File: config.mk
export PLATFORM = sky130hd
export DESIGN_NAME = lieat_clint_mh
export DESIGN_NICKNAME = d
export VERILOG_FILES = /design/src/rtl/lieat_clint_pkg.sv /design/src/rtl/lieat_clint_hart.sv /design/src/rtl/lieat_general_dff.sv /design/src/rtl/lieat_clint_mh.sv
export SDC_FILE = /design/constraint.sdc
export NUM_CORES = 1
export LEC_CHECK = 0
export BUFFER_PORTS_ARGS = -buffer_cell sky130_fd_sc_hd__buf_2
export CAP_MARGIN = 20
export CORE_MARGIN = 1
export CORE_UTILIZATION = 35
export CTS_BUF_LIST = sky130_fd_sc_hd__clkbuf_16
export CTS_CLUSTER_SIZE = 20
export DETAILED_ROUTE_END_ITERATION = 10
export GPL_ROUTABILITY_DRIVEN = 0
export PLACE_DENSITY = 0.54
export SYNTH_ARGS = -nofsm -noshare
export SYNTH_HDL_FRONTEND = slang
export SYNTH_SLANG_ARGS = --single-unit
File: constraint.sdc
create_clock -name clock -period 16.27 [get_ports clock]
set_clock_uncertainty 0.15 [all_clocks]
set_input_delay 2.4405 -clock clock [delete_from_list [all_inputs] [get_ports clock]]
set_output_delay 2.4405 -clock clock [all_outputs]
set_load 0.02 [all_outputs]
File: src/rtl/lieat_clint_pkg.sv
// lieat_clint_pkg: shared constants for the multi-hart CLINT.
//   - address offsets of the msip, mtimecmp and mtime registers
//   - per-hart address strides
//   - reset value of every mtimecmp register
//   - helpers that turn a hart index into its register offset
package lieat_clint_pkg;

    localparam logic [15:0] MSIP_BASE     = 16'h0000;
    localparam logic [15:0] MTIMECMP_BASE = 16'h4000;
    localparam logic [15:0] MTIME_LO      = 16'hBFF8;
    localparam logic [15:0] MTIME_HI      = 16'hBFFC;

    localparam int MSIP_STRIDE     = 4;
    localparam int MTIMECMP_STRIDE = 8;

    localparam logic [63:0] MTIMECMP_RST = 64'hFFFF_FFFF_FFFF_FFFF;

    function automatic logic [15:0] msip_addr(input int h);
        return MSIP_BASE + 16'(MSIP_STRIDE * h);
    endfunction

    function automatic logic [15:0] mtimecmp_lo_addr(input int h);
        return MTIMECMP_BASE + 16'(MTIMECMP_STRIDE * h);
    endfunction

    function automatic logic [15:0] mtimecmp_hi_addr(input int h);
        return MTIMECMP_BASE + 16'(MTIMECMP_STRIDE * h + 4);
    endfunction

endpackage

File: src/rtl/lieat_clint_hart.sv
// lieat_clint_hart: per-hart state of the CLINT.
//   Holds the msip bit, the two mtimecmp halves and the registered
//   timer compare.
//   Ports: clock, reset; msip_we / cmp_lo_we / cmp_hi_we write strobes
//   with shared wdata; mtime (shared timebase); msip, mtimecmp and mtip
//   outputs.
module lieat_clint_hart
    import lieat_clint_pkg::*;
(
    input  logic        clock,
    input  logic        reset,
    input  logic        msip_we,
    input  logic        cmp_lo_we,
    input  logic        cmp_hi_we,
    input  logic [31:0] wdata,
    input  logic [63:0] mtime,
    output logic        msip,
    output logic [63:0] mtimecmp,
    output logic        mtip
);
    logic [31:0] cmp_lo_q;
    logic [31:0] cmp_hi_q;
    logic        mtip_nxt;

    // Only bit 0 of a msip write is architecturally meaningful.
    lieat_general_dfflr #(.DW(1)) u_msip (
        .clock (clock), .reset (reset), .lden (msip_we),
        .dnxt  (wdata[0]), .qout (msip)
    );

    // Both halves reset to all ones so no timer interrupt fires after reset.
    lieat_general_dfflrs #(.DW(32)) u_cmp_lo (
        .clock (clock), .reset (reset), .lden (cmp_lo_we),
        .dnxt  (wdata), .qout (cmp_lo_q)
    );

    lieat_general_dfflrs #(.DW(32)) u_cmp_hi (
        .clock (clock), .reset (reset), .lden (cmp_hi_we),
        .dnxt  (wdata), .qout (cmp_hi_q)
    );

    assign mtimecmp = {cmp_hi_q, cmp_lo_q};

    // Compare on current register values; the result lands one cycle later.
    assign mtip_nxt = (mtime >= mtimecmp);

    lieat_general_dfflr #(.DW(1)) u_mtip (
        .clock (clock), .reset (reset), .lden (1'b1),
        .dnxt  (mtip_nxt), .qout (mtip)
    );
endmodule

File: src/rtl/lieat_general_dff.sv
// lieat_general_dfflr / lieat_general_dfflrs: load-enabled flops with
// asynchronous active-high reset.
//   dfflr  resets to all zeros, dfflrs resets to all ones.
//   Ports: clock, reset, lden (load enable), dnxt (next value), qout.
module lieat_general_dfflr #(
    parameter int DW = 32
) (
    input  logic          clock,
    input  logic          reset,
    input  logic          lden,
    input  logic [DW-1:0] dnxt,
    output logic [DW-1:0] qout
);
    always_ff @(posedge clock or posedge reset) begin
        if (reset) begin
            qout <= '0;
        end else if (lden) begin
            qout <= dnxt;
        end
    end
endmodule

module lieat_general_dfflrs #(
    parameter int DW = 32
) (
    input  logic          clock,
    input  logic          reset,
    input  logic          lden,
    input  logic [DW-1:0] dnxt,
    output logic [DW-1:0] qout
);
    always_ff @(posedge clock or posedge reset) begin
        if (reset) begin
            qout <= '1;
        end else if (lden) begin
            qout <= dnxt;
        end
    end
endmodule

File: src/rtl/lieat_clint_mh.sv
// lieat_clint_mh: multi-hart core-local interruptor.
//   Shared 64-bit mtime with a prescaler, per-hart msip/mtimecmp/mtip.
//   Ports: clock, reset (async, active high); tick_en timebase enable;
//   bus_ren/bus_wen/bus_addr/bus_wdata MMIO request; bus_rdata/bus_rvalid
//   registered read response; bus_err unmapped-access flag; mtip/msip
//   per-hart interrupts.
// Bus handshake: a request is accepted in the cycle bus_ren or bus_wen is
// high (no backpressure); bus_rvalid pulses exactly one cycle after
// bus_ren, and bus_err pulses in that same response cycle (or one cycle
// after bus_wen) when the address is unmapped.
module lieat_clint_mh
    import lieat_clint_pkg::*;
#(
    parameter int HART_NUM = 2,
    parameter int TICK_DIV = 1
) (
    input  logic                clock,
    input  logic                reset,
    input  logic                tick_en,
    input  logic                bus_ren,
    input  logic                bus_wen,
    input  logic [15:0]         bus_addr,
    input  logic [31:0]         bus_wdata,
    output logic [31:0]         bus_rdata,
    output logic                bus_rvalid,
    output logic                bus_err,
    output logic [HART_NUM-1:0] mtip,
    output logic [HART_NUM-1:0] msip
);
    localparam logic [15:0] PRESC_MAX = 16'(TICK_DIV - 1);

    logic [15:0]         addr_w;
    logic [HART_NUM-1:0] msip_sel;
    logic [HART_NUM-1:0] cmp_lo_sel;
    logic [HART_NUM-1:0] cmp_hi_sel;
    logic                mtime_lo_sel;
    logic                mtime_hi_sel;
    logic                mapped;
    logic [63:0]         cmp_val [HART_NUM];
    logic [31:0]         rdata_nxt;

    logic [15:0] presc_q;
    logic [15:0] presc_nxt;
    logic        presc_wrap;
    logic        tick;
    logic [63:0] mtime_q;
    logic [63:0] mtime_nxt;
    logic        mtime_lo_we;
    logic        mtime_hi_we;
    logic        err_nxt;

    // ---------------- prescaler and mtime ----------------
    assign presc_wrap = (presc_q == PRESC_MAX);
    assign presc_nxt  = presc_wrap ? 16'd0 : presc_q + 16'd1;
    assign tick       = tick_en & presc_wrap;

    lieat_general_dfflr #(.DW(16)) u_presc (
        .clock (clock), .reset (reset), .lden (tick_en),
        .dnxt  (presc_nxt), .qout (presc_q)
    );

    assign mtime_lo_we = bus_wen & mtime_lo_sel;
    assign mtime_hi_we = bus_wen & mtime_hi_sel;

    // A software write to either half suppresses the whole 64-bit increment.
    always_comb begin
        mtime_nxt = mtime_q + 64'd1;
        if (mtime_lo_we) begin
            mtime_nxt = {mtime_q[63:32], bus_wdata};
        end else if (mtime_hi_we) begin
            mtime_nxt = {bus_wdata, mtime_q[31:0]};
        end
    end

    lieat_general_dfflr #(.DW(64)) u_mtime (
        .clock (clock), .reset (reset),
        .lden  (mtime_lo_we | mtime_hi_we | tick),
        .dnxt  (mtime_nxt), .qout (mtime_q)
    );

    // ---------------- address decode ----------------
    assign addr_w = bus_addr & 16'hFFFC;

    always_comb begin
        msip_sel   = '0;
        cmp_lo_sel = '0;
        cmp_hi_sel = '0;
        for (int h = 0; h < HART_NUM; h++) begin
            msip_sel[h]   = (addr_w == msip_addr(h));
            cmp_lo_sel[h] = (addr_w == mtimecmp_lo_addr(h));
            cmp_hi_sel[h] = (addr_w == mtimecmp_hi_addr(h));
        end
    end

    assign mtime_lo_sel = (addr_w == MTIME_LO);
    assign mtime_hi_sel = (addr_w == MTIME_HI);
    assign mapped = (|msip_sel) | (|cmp_lo_sel) | (|cmp_hi_sel)
                  | mtime_lo_sel | mtime_hi_sel;

    // ---------------- harts ----------------
    for (genvar h = 0; h < HART_NUM; h++) begin : g_hart
        lieat_clint_hart u_hart (
            .clock     (clock),
            .reset     (reset),
            .msip_we   (bus_wen & msip_sel[h]),
            .cmp_lo_we (bus_wen & cmp_lo_sel[h]),
            .cmp_hi_we (bus_wen & cmp_hi_sel[h]),
            .wdata     (bus_wdata),
            .mtime     (mtime_q),
            .msip      (msip[h]),
            .mtimecmp  (cmp_val[h]),
            .mtip      (mtip[h])
        );
    end

    // ---------------- read mux and response ----------------
    // Unmapped offsets leave rdata_nxt at zero. Register values are taken
    // before any same-cycle write lands, so read-during-write sees old data.
    always_comb begin
        rdata_nxt = '0;
        for (int h = 0; h < HART_NUM; h++) begin
            if (msip_sel[h])   rdata_nxt = {31'b0, msip[h]};
            if (cmp_lo_sel[h]) rdata_nxt = cmp_val[h][31:0];
            if (cmp_hi_sel[h]) rdata_nxt = cmp_val[h][63:32];
        end
        if (mtime_lo_sel) rdata_nxt = mtime_q[31:0];
        if (mtime_hi_sel) rdata_nxt = mtime_q[63:32];
    end

    assign err_nxt = (bus_ren | bus_wen) & ~mapped;

    lieat_general_dfflr #(.DW(1)) u_rvalid (
        .clock (clock), .reset (reset), .lden (1'b1),
        .dnxt  (bus_ren), .qout (bus_rvalid)
    );

    // Loads only on a read so the data holds between responses.
    lieat_general_dfflr #(.DW(32)) u_rdata (
        .clock (clock), .reset (reset), .lden (bus_ren),
        .dnxt  (rdata_nxt), .qout (bus_rdata)
    );

    lieat_general_dfflr #(.DW(1)) u_err (
        .clock (clock), .reset (reset), .lden (1'b1),
        .dnxt  (err_nxt), .qout (bus_err)
    );
endmodule

==> results of run 1 <==
## power by group
group          leakage [nW]  switching, mW  internal [mW]
sequential             2.86         0.0115          0.627
clock                 0.529          0.286          0.423
combinational          4.04         0.0562         0.0260
total                  7.43          0.353           1.08
## final timing paths
| check | endpoint | slack, ns | depth (start not counted) |
|---|---|---|---|
| min in group asynchronous | u_presc.qout[9] | 1.90 | 2 |
| min reg2reg | u_presc.qout[15] | 0.33 | 1 |
| max | u_mtime.qout[52] | 10.55 | 9 |
| max reg2reg | g_hart[1].u_hart.u_mtip.qout | 12.80 | 8 |
| min | u_presc.qout[15] | 0.33 | 1 |
| max in group asynchronous | u_rdata.qout[20] | 12.65 | 3 |
## cell families after synthesis
kind of cell / Yosys count
compound gates: 397
mux: 105
xor+xnor: 43
buf+inv: 226
simple gates: 475
fa+ha+maj: 131
flops: 246
## flip-flops by register name, summed over array words and instances, names as in the netlist
signal and count:
g_hart.u_hart.u_msip.qout 2, u_rdata.qout 32, u_presc.qout 16, g_hart.u_hart.u_cmp_hi.qout 64
u_err.qout 1, u_rvalid.qout 1, g_hart.u_hart.u_mtip.qout 2, g_hart.u_hart.u_cmp_lo.qout 64
u_mtime.qout 64
## synthesized netlist by cell type (all sizes together), types with 7 or more instances
library cell and number:
nand2 157, inv 142, ha 131, dfstp 128, dfrtp 118, o21ai 101
mux2 100, nor2 79, a21oi 76, nand3 72, clkbuf 52, a22oi 41
nand4 40, a221oi 36, nor3 36, xnor2 35, buf 32, a2bb2oi 31
nor4 28, a21o 20, o211ai 19, and3 17, o22ai 12, a211oi 10
and4 10, and2 9, a31oi 8, xor2 8, o21a 7
## metrics by stage
step / power (mW) / hold WS, ns / worst slack (ns) / std cells / utilization
floorplan: 0.691 / 0.296 / 7.13 / 1623 / -
global route: 1.48 / 0.365 / 10.43 / 2289 / 0.404
finish: 1.43 / 0.333 / 10.55 / 2289 / 0.404
global placement: 0.730 / 0.318 / 10.06 / 2230 / 0.380
CTS: 1.45 / 0.334 / 10.56 / 2289 / 0.404
detailed placement: 0.732 / 0.321 / 9.97 / 2231 / 0.380
## routing by layer
metal  routed length [um]  GRT usage  share of wire  vias up
li1                     -          -              -     6047
met1                22700      0.317           0.47     6332
met2                21900      0.349           0.45      383
met3                 2780     0.0257          0.057       81
met4                 1300     0.0675          0.027        4
met5                   22          0        0.00045        -
## area by class of cell
type	count	area share
Tap cell	585	0.0420
Sequential cell	246	0.362
Clock buffer	31	0.0445
Clock inverter	27	0.0147
Inverter	142	0.0310
Timing Repair Buffer	107	0.0341
Multi-Input combinational cell	1151	0.472
==> key figures, run 1 <==
Synthesis
  • Ys flop type: dfstp_2
  • Sequential-to-total area share from yosys stat: 0.410
  • Post-synthesis mux area share: 0.0772
  • Largest cells by area after synthesis: dfstp_2 (22%), dfrtp_1 (19%), ha_1 (11%), mux2_2 (7.3%), nand2_1 (3.8%)
  • Syn Nets: 1,807
  • Synth warnings: 0
  • Synth Area in Compound Gates: 0.172
  • Mapped cell area: 0.0154 mm2
  • Cells after Synth: 1,623
  • Async S/R FF share, synth: 1.00
  • Avg Inst Size Synth: 9.48 um2
  • Area leader, netlist: dfstp_2
  • Synth Area in Adders: 0.107
  • Post-synthesis register bit count: 246
  • Largest family of logic cells by synthesized area: compound AO/OA/AOI/OAI gates
  • Synth unique cells: 69
  • Synthesized-area fraction occupied by and/or/nand/nor cells: 0.152
  • Post-synth top area share: 0.219
  • Post-synth EDFFs: 0
  • Synth Area in XOR/XNOR: 0.0245

Floorplanning
  • FP Rows: 76
  • Core area: 0.0432 mm2
  • Top-level port count: 91
  • Die Y: 212 um
  • Initial Utilization: 0.356
  • Die area: 0.0448 mm2
  • Die W: 212 um

Place
  • Post-DP HPWL: 33,300 um
  • Port Buffers: 88
  • Placed instance area: 0.0164 mm2

Finish
  • Area of the multi-input gates: 0.00823 mm2
  • Most frequent cells in the layout: nand2_1 (157), inv_1 (148), ha_1 (131), dfstp_2 (128), dfrtp_1 (118)
  • Syn-to-layout area delta: 13.4%
  • Ant diodes: 0
  • Fraction of layout cells with a size suffix above 1: 0.230
  • Filler Cells Inserted: 4,338
  • Cell area after layout: 0.0174 mm2
  • Commonest non-fill, non-tap cell in the layout: nand2_1
  • Sequential cell area: 0.00632 mm2
  • Final net count: 1,863

Global routing
  • Vias in the first global route: 12,800
  • Initial antenna violation count: 2
  • GR Util All Layers: 0.222
  • First-pass GRT wire length: 76,600 um
  • GRT overflow: 0
  • Largest net degree at the start of global routing: 129

STA
  • Worst-Margin Slew: 1.09 ns
  • Final setup violation count: 0
  • Final Slew Violations: 0
  • Endpoints failing hold: 0
  • Total negative setup slack: 0 ns
  • Slew margin rel.: 0.255
  • Peak clock frequency supported by timing: 175 MHz
  • Final clock period utilization by the worst path: 0.351
  • Unrepaired setup endpoints after global routing: false
  • Fin crit period: 5.72 ns

Route
  • WL per Instance: 21.3 um
  • Vias: 12,800
  • Drt first-iter violations: 959
  • Post-DR vias/cell: 5.61
  • Drc violations: 0
  • Final wirelength: 48,800 um
  • DR pass1 iterations: 5
  • Final ANT Viol Nets: 0

Setup path
  • Crit Path Max Fanout: 73
  • Worst EP required: 16.60 ns
  • Critical-path cell list: buf_2, nand4_1, nor4_4, buf_4, and2_2, buf_4, a21o_1, nor3_1, o31a_1
  • Worst R2R Start: u_mtime.qout[0]
  • Slowest cell on crit path: a21o_1
  • WS Path Type: in2reg
  • Crit start category: input pin
  • Worst path bufs/invs: 3
  • Critical Path Most Common Cell: buf_4
  • Crit path largest cell delay: 0.89 ns
  • Delay-heaviest family, CP: buffers and inverters
  • CP Capture Type: register
  • Critical Path Source: bus_addr[3]
  • WP data arrival: 6.05 ns

CTS
  • Setup Fix Bufs, Post-CTS: 0
  • Clock transition at path regs: 0.06 ns
  • Root buffer cell: clkbuf_16
  • Worst skew pair latency: 0.60 ns
  • CTS resizes: 0
  • CTS tree: done
  • CTS max path bufs: 3
  • Hold-fix buffers, CTS: 0
  • TritonCTS Buffers: 31
  • # H-tree levels: 1
  • Clock Sinks: 246

Run
  • Max_cap viols: 0

Worst hold path
  • Worst hold path type: reg2reg
  • Worst hold start: u_presc.qout[15]

Pwr
  • LEAKAGE: 7.43 nW
  • Power density over the cells: 82.0 mW/mm2
  • Worst IR drop on VDD: 0.0852 mV

Status
  • Status: finished, final reports clean
(Power assumes the default switching activity.)
==> inputs of run 2 (changes only) <==
ABC_AREA = 1   (was unset)
clock period = 5.68 ns   (was 16.27 ns; I/O delays follow)
==> run 2 against run 1 <==
  * Sequential power rose to 2.8 times the previous value
  * Synthesized cell count rose by 48%
  * Utilization fell by 0.68 points
  * Combinational power rose by 140%
  * Global-route usage rose by 0.95 points
  * Design area rose by 9.0%
  * Sequential share of layout area fell by 3.0 points
  * Final cell count rose by 35%
  * Clock power rose to 2.8 times the previous value
  * Worst hold slack got worse by 0.27 ns
  * Via count rose by 24%
  * Largest power group unchanged
==> key figures, run 2 <==
Floorplanning
  • Top-level port count: 91 (unchanged)
  • Die Y: 223 um (was 212 um)
  • Initial Utilization: 0.356 (about the same)
  • FP Rows: 80 (was 76)
  • Die W: 223 um (was 212 um)
  • Core area: 0.0478 mm2 (was 0.0432 mm2)
  • Die area: 0.0496 mm2 (was 0.0448 mm2)

CTS
  • Setup Fix Bufs, Post-CTS: 0 (unchanged)
  • CTS resizes: 0 (unchanged)
  • Worst skew pair latency: 0.58 ns (was 0.60 ns)
  • Root buffer cell: clkbuf_16 (unchanged)
  • CTS tree: done (unchanged)
  • TritonCTS Buffers: 30 (was 31)
  • Hold-fix buffers, CTS: 0 (unchanged)
  • Clock transition at path regs: 0.06 ns (about the same)
  • Clock Sinks: 246 (unchanged)
  • # H-tree levels: 1 (unchanged)
  • CTS max path bufs: 3 (unchanged)

Setup path
  • CP Capture Type: register (unchanged)
  • Crit Path Max Fanout: 36 (was 73)
  • Worst R2R Setup Slack: 2.79 ns (was 12.80 ns)
  • Worst reg2reg path depth: 8 (unchanged)
  • Worst r2r dst: g_hart[1].u_hart.u_mtip.qout (unchanged)
  • WP data arrival: 3.60 ns (was 6.05 ns)
  • Worst R2R Start: g_hart[1].u_hart.u_cmp_lo.qout[31] (was u_mtime.qout[0])
  • Worst EP required: 6.03 ns (was 16.60 ns)
  • WS Path Type: in2reg (unchanged)
  • Crit start category: input pin (unchanged)

Pwr
  • Logic gate share of total power: 0.048 (was 0.057)
  • LEAKAGE: 8.52 nW (was 7.43 nW)
  • Worst IR drop on VDD: 0.162 mV (was 0.0852 mV)
  • Psw: 0.975 mW (was 0.353 mW)
  • Power share of the sequential group: 0.451 (was 0.447)
  • Power density over the cells: 211 mW/mm2 (was 82.0 mW/mm2)
  • Switching fraction of total power: 0.243 (was 0.247)
  • Cell-internal power: 3.04 mW (was 1.08 mW)
  • Overall power: 4.02 mW (was 1.43 mW)
  • Clock power share: 0.500 (was 0.496)

STA
  • Slew margin rel.: 0.345 (was 0.255)
  • Endpoints failing hold: 0 (unchanged)
  • Final setup violation count: 0 (unchanged)
  • Fin crit period: 3.25 ns
  • Final Slew Violations: 0 (unchanged)
  • Worst-Margin Slew: 0.982 ns (was 1.09 ns)
  • Final clock period utilization by the worst path: 0.573
  • Unrepaired setup endpoints after global routing: false (unchanged)
  • Peak clock frequency supported by timing: 307 MHz
  • Total negative setup slack: 0 ns (unchanged)

Global routing
  • GR Util All Layers: 0.231 (was 0.222)
  • GRT overflow: 0 (unchanged)
  • Vias in the first global route: 15,400 (was 12,800)
  • First-pass GRT wire length: 89,900 um (was 76,600 um)
  • Largest net degree at the start of global routing: 122 (was 129)
  • Initial antenna violation count: 0 (was 2)

Run
  • Max_cap viols: 0 (unchanged)

Finish
  • Syn-to-layout area delta: 11.6% (was 13.4%)
  • Filler Cells Inserted: 5,146 (was 4,338)
  • Final net count: 2,646 (was 1,863)
  • Fraction of layout cells with a size suffix above 1: 0.140 (was 0.230)
  • Regs by FF count: g_hart.u_hart.u_cmp_hi.qout: 64 flops, g_hart.u_hart.u_cmp_lo.qout: 64 flops, u_mtime.qout: 64 flops (unchanged)
  • Most frequent cells in the layout: nand2_1 (774), inv_1 (264), nor2_1 (231), o21ai_0 (178), nand3_1 (160) (was nand2_1 (157), inv_1 (148), ha_1 (131), dfstp_2 (128), dfrtp_1 (118))
  • Ant diodes: 0 (unchanged)
  • Commonest non-fill, non-tap cell in the layout: nand2_1 (unchanged)

Synthesis
  • Area leader, netlist: dfstp_2 (unchanged)
  • Largest cells by area after synthesis: dfstp_2 (20%), dfrtp_1 (17%), nand2_1 (17%), ha_1 (9.6%), inv_1 (5.7%) (was dfstp_2 (22%), dfrtp_1 (19%), ha_1 (11%), mux2_2 (7.3%), nand2_1 (3.8%))
  • Async S/R FF share, synth: 1.00 (unchanged)
  • Ys flop type: dfstp_2 (unchanged)
  • Syn Nets: 2,589 (was 1,807)
  • Top-count cell post-synth: nand2_1 (unchanged)
  • Avg Inst Size Synth: 7.08 um2 (was 9.48 um2)
  • Post-synth EDFFs: 0 (unchanged)
  • Sequential-to-total area share from yosys stat: 0.371 (was 0.410)
  • Post-synth top cells: nand2_1 (775), inv_1 (257), nor2_1 (232), o21ai_0 (178), nand3_1 (160) (was nand2_1 (157), inv_1 (142), ha_1 (131), dfstp_2 (128), dfrtp_1 (118))
  • Mapped cell area: 0.0170 mm2 (was 0.0154 mm2)
  • Synth warnings: 0 (unchanged)
  • Post-synthesis register bit count: 246 (unchanged)
  • Synth unique cells: 48 (was 69)
  • Cells after Synth: 2,405 (was 1,623)
  • Post-synth top area share: 0.197 (was 0.219)

Status
  • Status: finished, final reports clean (unchanged)

Place
  • Post-DP HPWL: 42,200 um (was 33,300 um)
  • Port Buffers: 88 (unchanged)

Route
  • Post-DR vias/cell: 5.15 (was 5.61)
  • Drc violations: 0 (unchanged)
  • Vias: 16,000 (was 12,800)
  • Drt first-iter violations: 1,268 (was 959)
  • WL per Instance: 18.3 um (was 21.3 um)
  • DR pass1 iterations: 8 (was 5)
  • Final wirelength: 56,700 um (was 48,800 um)
  • Final ANT Viol Nets: 0 (unchanged)

Worst hold path
  • Worst hold path type: in2async (was reg2reg)
==> run 2: changes by cell type in the layout (fill, tap and decap cells not counted), moves of 27 or more <==
cell | previous run | this run
nand4_1 | 39 | 75
o21ai_0 | 101 | 178
inv_1 | 148 | 264
nand2_1 | 157 | 774
xnor2_1 | 35 | 8
a22oi_1 | 41 | 0
nor2_1 | 77 | 231
a221oi_1 | 36 | 0
a2bb2oi_1 | 31 | 0
mux2_2 | 100 | 0
nand3_1 | 71 | 160
==> run 2: layout make-up <==
| cell class | count | area [um2] | share of cell area |
|---|---|---|---|
| clock inverters | 25 | 243 | 0.0128 |
| well taps | 615 | 769 | 0.0405 |
| multi-input cells | 1811 | 9310 | 0.490 |
| repair buffers | 104 | 573 | 0.0302 |
| flip-flops and latches | 246 | 6320 | 0.332 |
| clock buffers | 31 | 776 | 0.0408 |
| inverters | 269 | 1020 | 0.0537 |
==> run 2: stage by stage <==
stage	hold WS (ns)	util	cells	cell area, um2	setup slack (ns)
floorplan	0.311	-	2405	17000	1.55
CTS	0.0452	0.397	3101	19000	2.40
detailed placement	0.310	0.376	3045	18000	1.78
finish	0.0628	0.397	3101	19000	2.43
global placement	0.307	0.376	3045	18000	1.84
global route	0.0659	0.397	3101	19000	2.12
==> run 2: cells by family (layout without fill, tap and decap cells) <==
family | after synthesis | after routing | synth area share
simple gates | 1361 | 1361 | 0.346
flops | 246 | 246 | 0.371
xor+xnor | 33 | 33 | 0.0170
compound gates | 286 | 286 | 0.0869
fa+ha+maj | 131 | 131 | 0.0962
buf+inv | 348 | 429 | 0.0834
==> run 2: layer usage <==
metal	routed length, um	global-route usage	vias to the layer above
met5	0	0	-
met4	1220	0.0574	0
met3	2930	0.0275	86
met2	25800	0.376	435
met1	26800	0.325	7562
li1	-	-	7896
==> run 2: how the worst max path moves through the flow <==
stage           startpoint                                  to  slack [ns]  cells past startpoint
2_1_floorplan        reset        g_hart[0].u_hart.u_msip.qout        1.55                      1
3_3_place_gp   bus_addr[4]  g_hart[1].u_hart.u_cmp_hi.qout[16]        1.84                      9
4_1_cts        bus_addr[4]  g_hart[1].u_hart.u_cmp_hi.qout[16]        2.40                      9
6_report       bus_addr[4]  g_hart[1].u_hart.u_cmp_hi.qout[16]        2.43                      9
5_1_grt        bus_addr[4]   g_hart[1].u_hart.u_cmp_hi.qout[5]        2.12                      9
3_5_place_dp   bus_addr[4]  g_hart[1].u_hart.u_cmp_hi.qout[15]        1.78                      9
==> run 2: worst max-delay path, stage by stage <==
cell     delay, ns
buf_2         0.11
nor2_1        0.25
nand3_1       0.26
nor2_1        0.15
nand2_1       0.15
inv_2         0.60
nand2_2       0.58
buf_4         0.43
o21ai_0       0.20
==> run 2: power by group through the flow <==
stage          registers (mW)  logic [mW]  clock network [mW]
3_5_place_dp             1.84       0.200                   0
5_1_grt                  1.82       0.224                2.13
3_3_place_gp             1.84       0.196                   0
6_report                 1.81       0.194                2.01
2_1_floorplan            1.84       0.117                   0
4_1_cts                  1.81       0.200                2.06
==> inputs of run 3 (changes only) <==
PLACE_DENSITY = 0.55   (was 0.54)
clock period = 2.8 ns   (was 5.68 ns; I/O delays follow)
==> run 3 against run 2 <==
  * Design area grew 3.8%
  * Sequential cell count stayed put
  * Sequential power grew 100%
==> key figures, run 3 (synthesis gave the netlist of run 2 again) <==
Status
  • Status: finished, final reports clean (unchanged)

Global routing
  • First-pass GRT wire length: 90,000 um (was 89,900 um)
  • Initial antenna violation count: 0 (unchanged)
  • Largest net degree at the start of global routing: 70 (was 122)
  • GRT overflow: 0 (unchanged)
  • GR Util All Layers: 0.231 (about the same)
  • Vias in the first global route: 15,800 (was 15,400)

Setup path
  • Crit start category: register (was input pin)
  • Critical Path Source: g_hart[0].u_hart.u_cmp_hi.qout[13] (was bus_addr[4])
  • CP Capture Type: register (unchanged)
  • Worst R2R Start: g_hart[0].u_hart.u_cmp_hi.qout[13] (was g_hart[1].u_hart.u_cmp_lo.qout[31])
  • WS Path Type: reg2reg (was in2reg)
  • WP data arrival: 2.90 ns (was 3.60 ns)
  • Crit Path Max Fanout: 2 (was 36)
  • Worst EP required: 3.15 ns (was 6.03 ns)

Place
  • Post-DP HPWL: 43,900 um (was 42,200 um)
  • Port Buffers: 88 (unchanged)
  • Placed instance area: 0.0184 mm2 (was 0.0180 mm2)

CTS
  • Clock transition at path regs: 0.06 ns (about the same)
  • # H-tree levels: 1 (unchanged)
  • Hold-fix buffers, CTS: 32 (was 0)
  • CTS tree: done (unchanged)
  • Root buffer cell: clkbuf_16 (unchanged)
  • TritonCTS Buffers: 31 (was 30)
  • Worst skew pair latency: 0.59 ns (was 0.58 ns)
  • Setup Fix Bufs, Post-CTS: 0 (unchanged)
  • Clock Sinks: 246 (unchanged)
  • CTS resizes: 0 (unchanged)
  • CTS max path bufs: 3 (unchanged)

Route
  • WL per Instance: 18.0 um (was 18.3 um)
  • Vias: 16,300 (was 16,000)
  • Final ANT Viol Nets: 0 (unchanged)
  • Post-DR vias/cell: 5.13 (was 5.15)
  • Drc violations: 0 (unchanged)
  • DR pass1 iterations: 5 (was 8)
  • Final wirelength: 57,100 um (was 56,700 um)
  • Drt first-iter violations: 1,344 (was 1,268)

Floorplanning
  • Die W: 223 um (unchanged)
  • Core area: 0.0478 mm2 (unchanged)
  • Die Y: 223 um (unchanged)
  • Initial Utilization: 0.356 (unchanged)
  • Top-level port count: 91 (unchanged)
  • Die area: 0.0496 mm2 (unchanged)
  • FP Rows: 80 (unchanged)

Finish
  • Fraction of layout cells with a size suffix above 1: 0.155 (was 0.140)
  • Regs by FF count: g_hart.u_hart.u_cmp_hi.qout: 64 flops, g_hart.u_hart.u_cmp_lo.qout: 64 flops, u_mtime.qout: 64 flops (unchanged)
  • Ant diodes: 0 (unchanged)
  • Sequential cell area: 0.00632 mm2 (unchanged)
  • Commonest non-fill, non-tap cell in the layout: nand2_1 (unchanged)
  • Most frequent cells in the layout: nand2_1 (774), inv_1 (261), nor2_1 (231), o21ai_0 (178), nand3_1 (160) (was nand2_1 (774), inv_1 (264), nor2_1 (231), o21ai_0 (178), nand3_1 (160))
  • Final net count: 2,724 (was 2,646)
  • Cell area after layout: 0.0197 mm2 (was 0.0190 mm2)
  • Filler Cells Inserted: 5,028 (was 5,146)
  • Area of the multi-input gates: 0.00931 mm2 (unchanged)
  • Syn-to-layout area delta: 15.8% (was 11.6%)

Pwr
  • Power density over the cells: 418 mW/mm2 (was 211 mW/mm2)
  • Overall power: 8.24 mW (was 4.02 mW)
  • Worst IR drop on VDD: 0.323 mV (was 0.162 mV)
  • LEAKAGE: 8.89 nW (was 8.52 nW)

STA
  • Final setup violation count: 0 (unchanged)
  • Final clock period utilization by the worst path: 0.911
  • Fin crit period: 2.55 ns
  • Unrepaired setup endpoints after global routing: false (unchanged)
  • Total negative setup slack: 0 ns (unchanged)
  • Slew margin rel.: 0.562 (was 0.345)
  • Peak clock frequency supported by timing: 392 MHz
  • Worst-Margin Slew: 0.651 ns (was 0.982 ns)
  • Final Slew Violations: 0 (unchanged)
  • Endpoints failing hold: 0 (unchanged)

Worst hold path
  • Worst hold start: tick_en
  • Worst hold path type: in2reg (was in2async)

Run
  • Max_cap viols: 0 (unchanged)
[run 3: changes by cell type in the layout (fill, tap and decap cells not counted)]
cell / before / now
buf_4: 15 / 56
buf_12: 1 / 5
clkinv_4: 1 / 2
clkinv_2: 4 / 8
inv_1: 264 / 261
dlygate4sd3_1: 0 / 32
[run 3: critical path, stage by stage (launching register included)]
cell	delay, ns
dfstp_2	0.53
inv_1	0.06
ha_1	0.30
nand2_1	0.09
nor3_1	0.33
buf_4	0.19
nand3_1	0.20
nor3_1	0.28
nand4_1	0.13
nand3_1	0.20
[run 3: per-layer routing]
layer | GRT usage | routed length, um | vias up
met4 | 0.0752 | 1720 | 0
met1 | 0.320 | 26200 | 7637
met2 | 0.378 | 25700 | 536
li1 | - | - | 8033
met5 | 0 | 0 | -
met3 | 0.0226 | 3450 | 107
[run 3: area by class of cell]
class | count | share of cell area
multi-input combinational | 1811 | 0.472
clock inverter | 27 | 0.0132
clock buffer | 31 | 0.0393
timing repair buffer | 181 | 0.0649
tap | 615 | 0.0390
inverter | 269 | 0.0517
sequential | 246 | 0.320
[run 3: final timing paths]
| check | to | slack, ns | cells past startpoint |
|---|---|---|---|
| min reg2reg | u_rdata.qout[18] | 0.32 | 2 |
| max | g_hart[0].u_hart.u_mtip.qout | 0.25 | 9 |
| min in group asynchronous | u_mtime.qout[55] | 0.31 | 3 |
| max reg2reg | g_hart[0].u_hart.u_mtip.qout | 0.25 | 9 |
| min | u_presc.qout[1] | 0.04 | 2 |
| max in group asynchronous | g_hart[0].u_hart.u_cmp_lo.qout[10] | 1.37 | 4 |
[run 3: through the flow]
stage	worst slack, ns	hold WS, ns	cells	util
after global placement	0.331	0.306	3090	0.384
final	0.250	0.0408	3180	0.412
after floorplan	-0.897	0.301	2405	-
after CTS	0.288	0.00674	3180	0.412
after detailed placement	0.314	0.312	3090	0.384
after global routing	0.127	0.0500	3180	0.412
[run 3: report_power, final]
part           leakage, nW  switching [mW]  internal [mW]
combinational         5.47           0.297          0.145
clock                0.527            1.66           2.46
sequential            2.90          0.0602           3.62
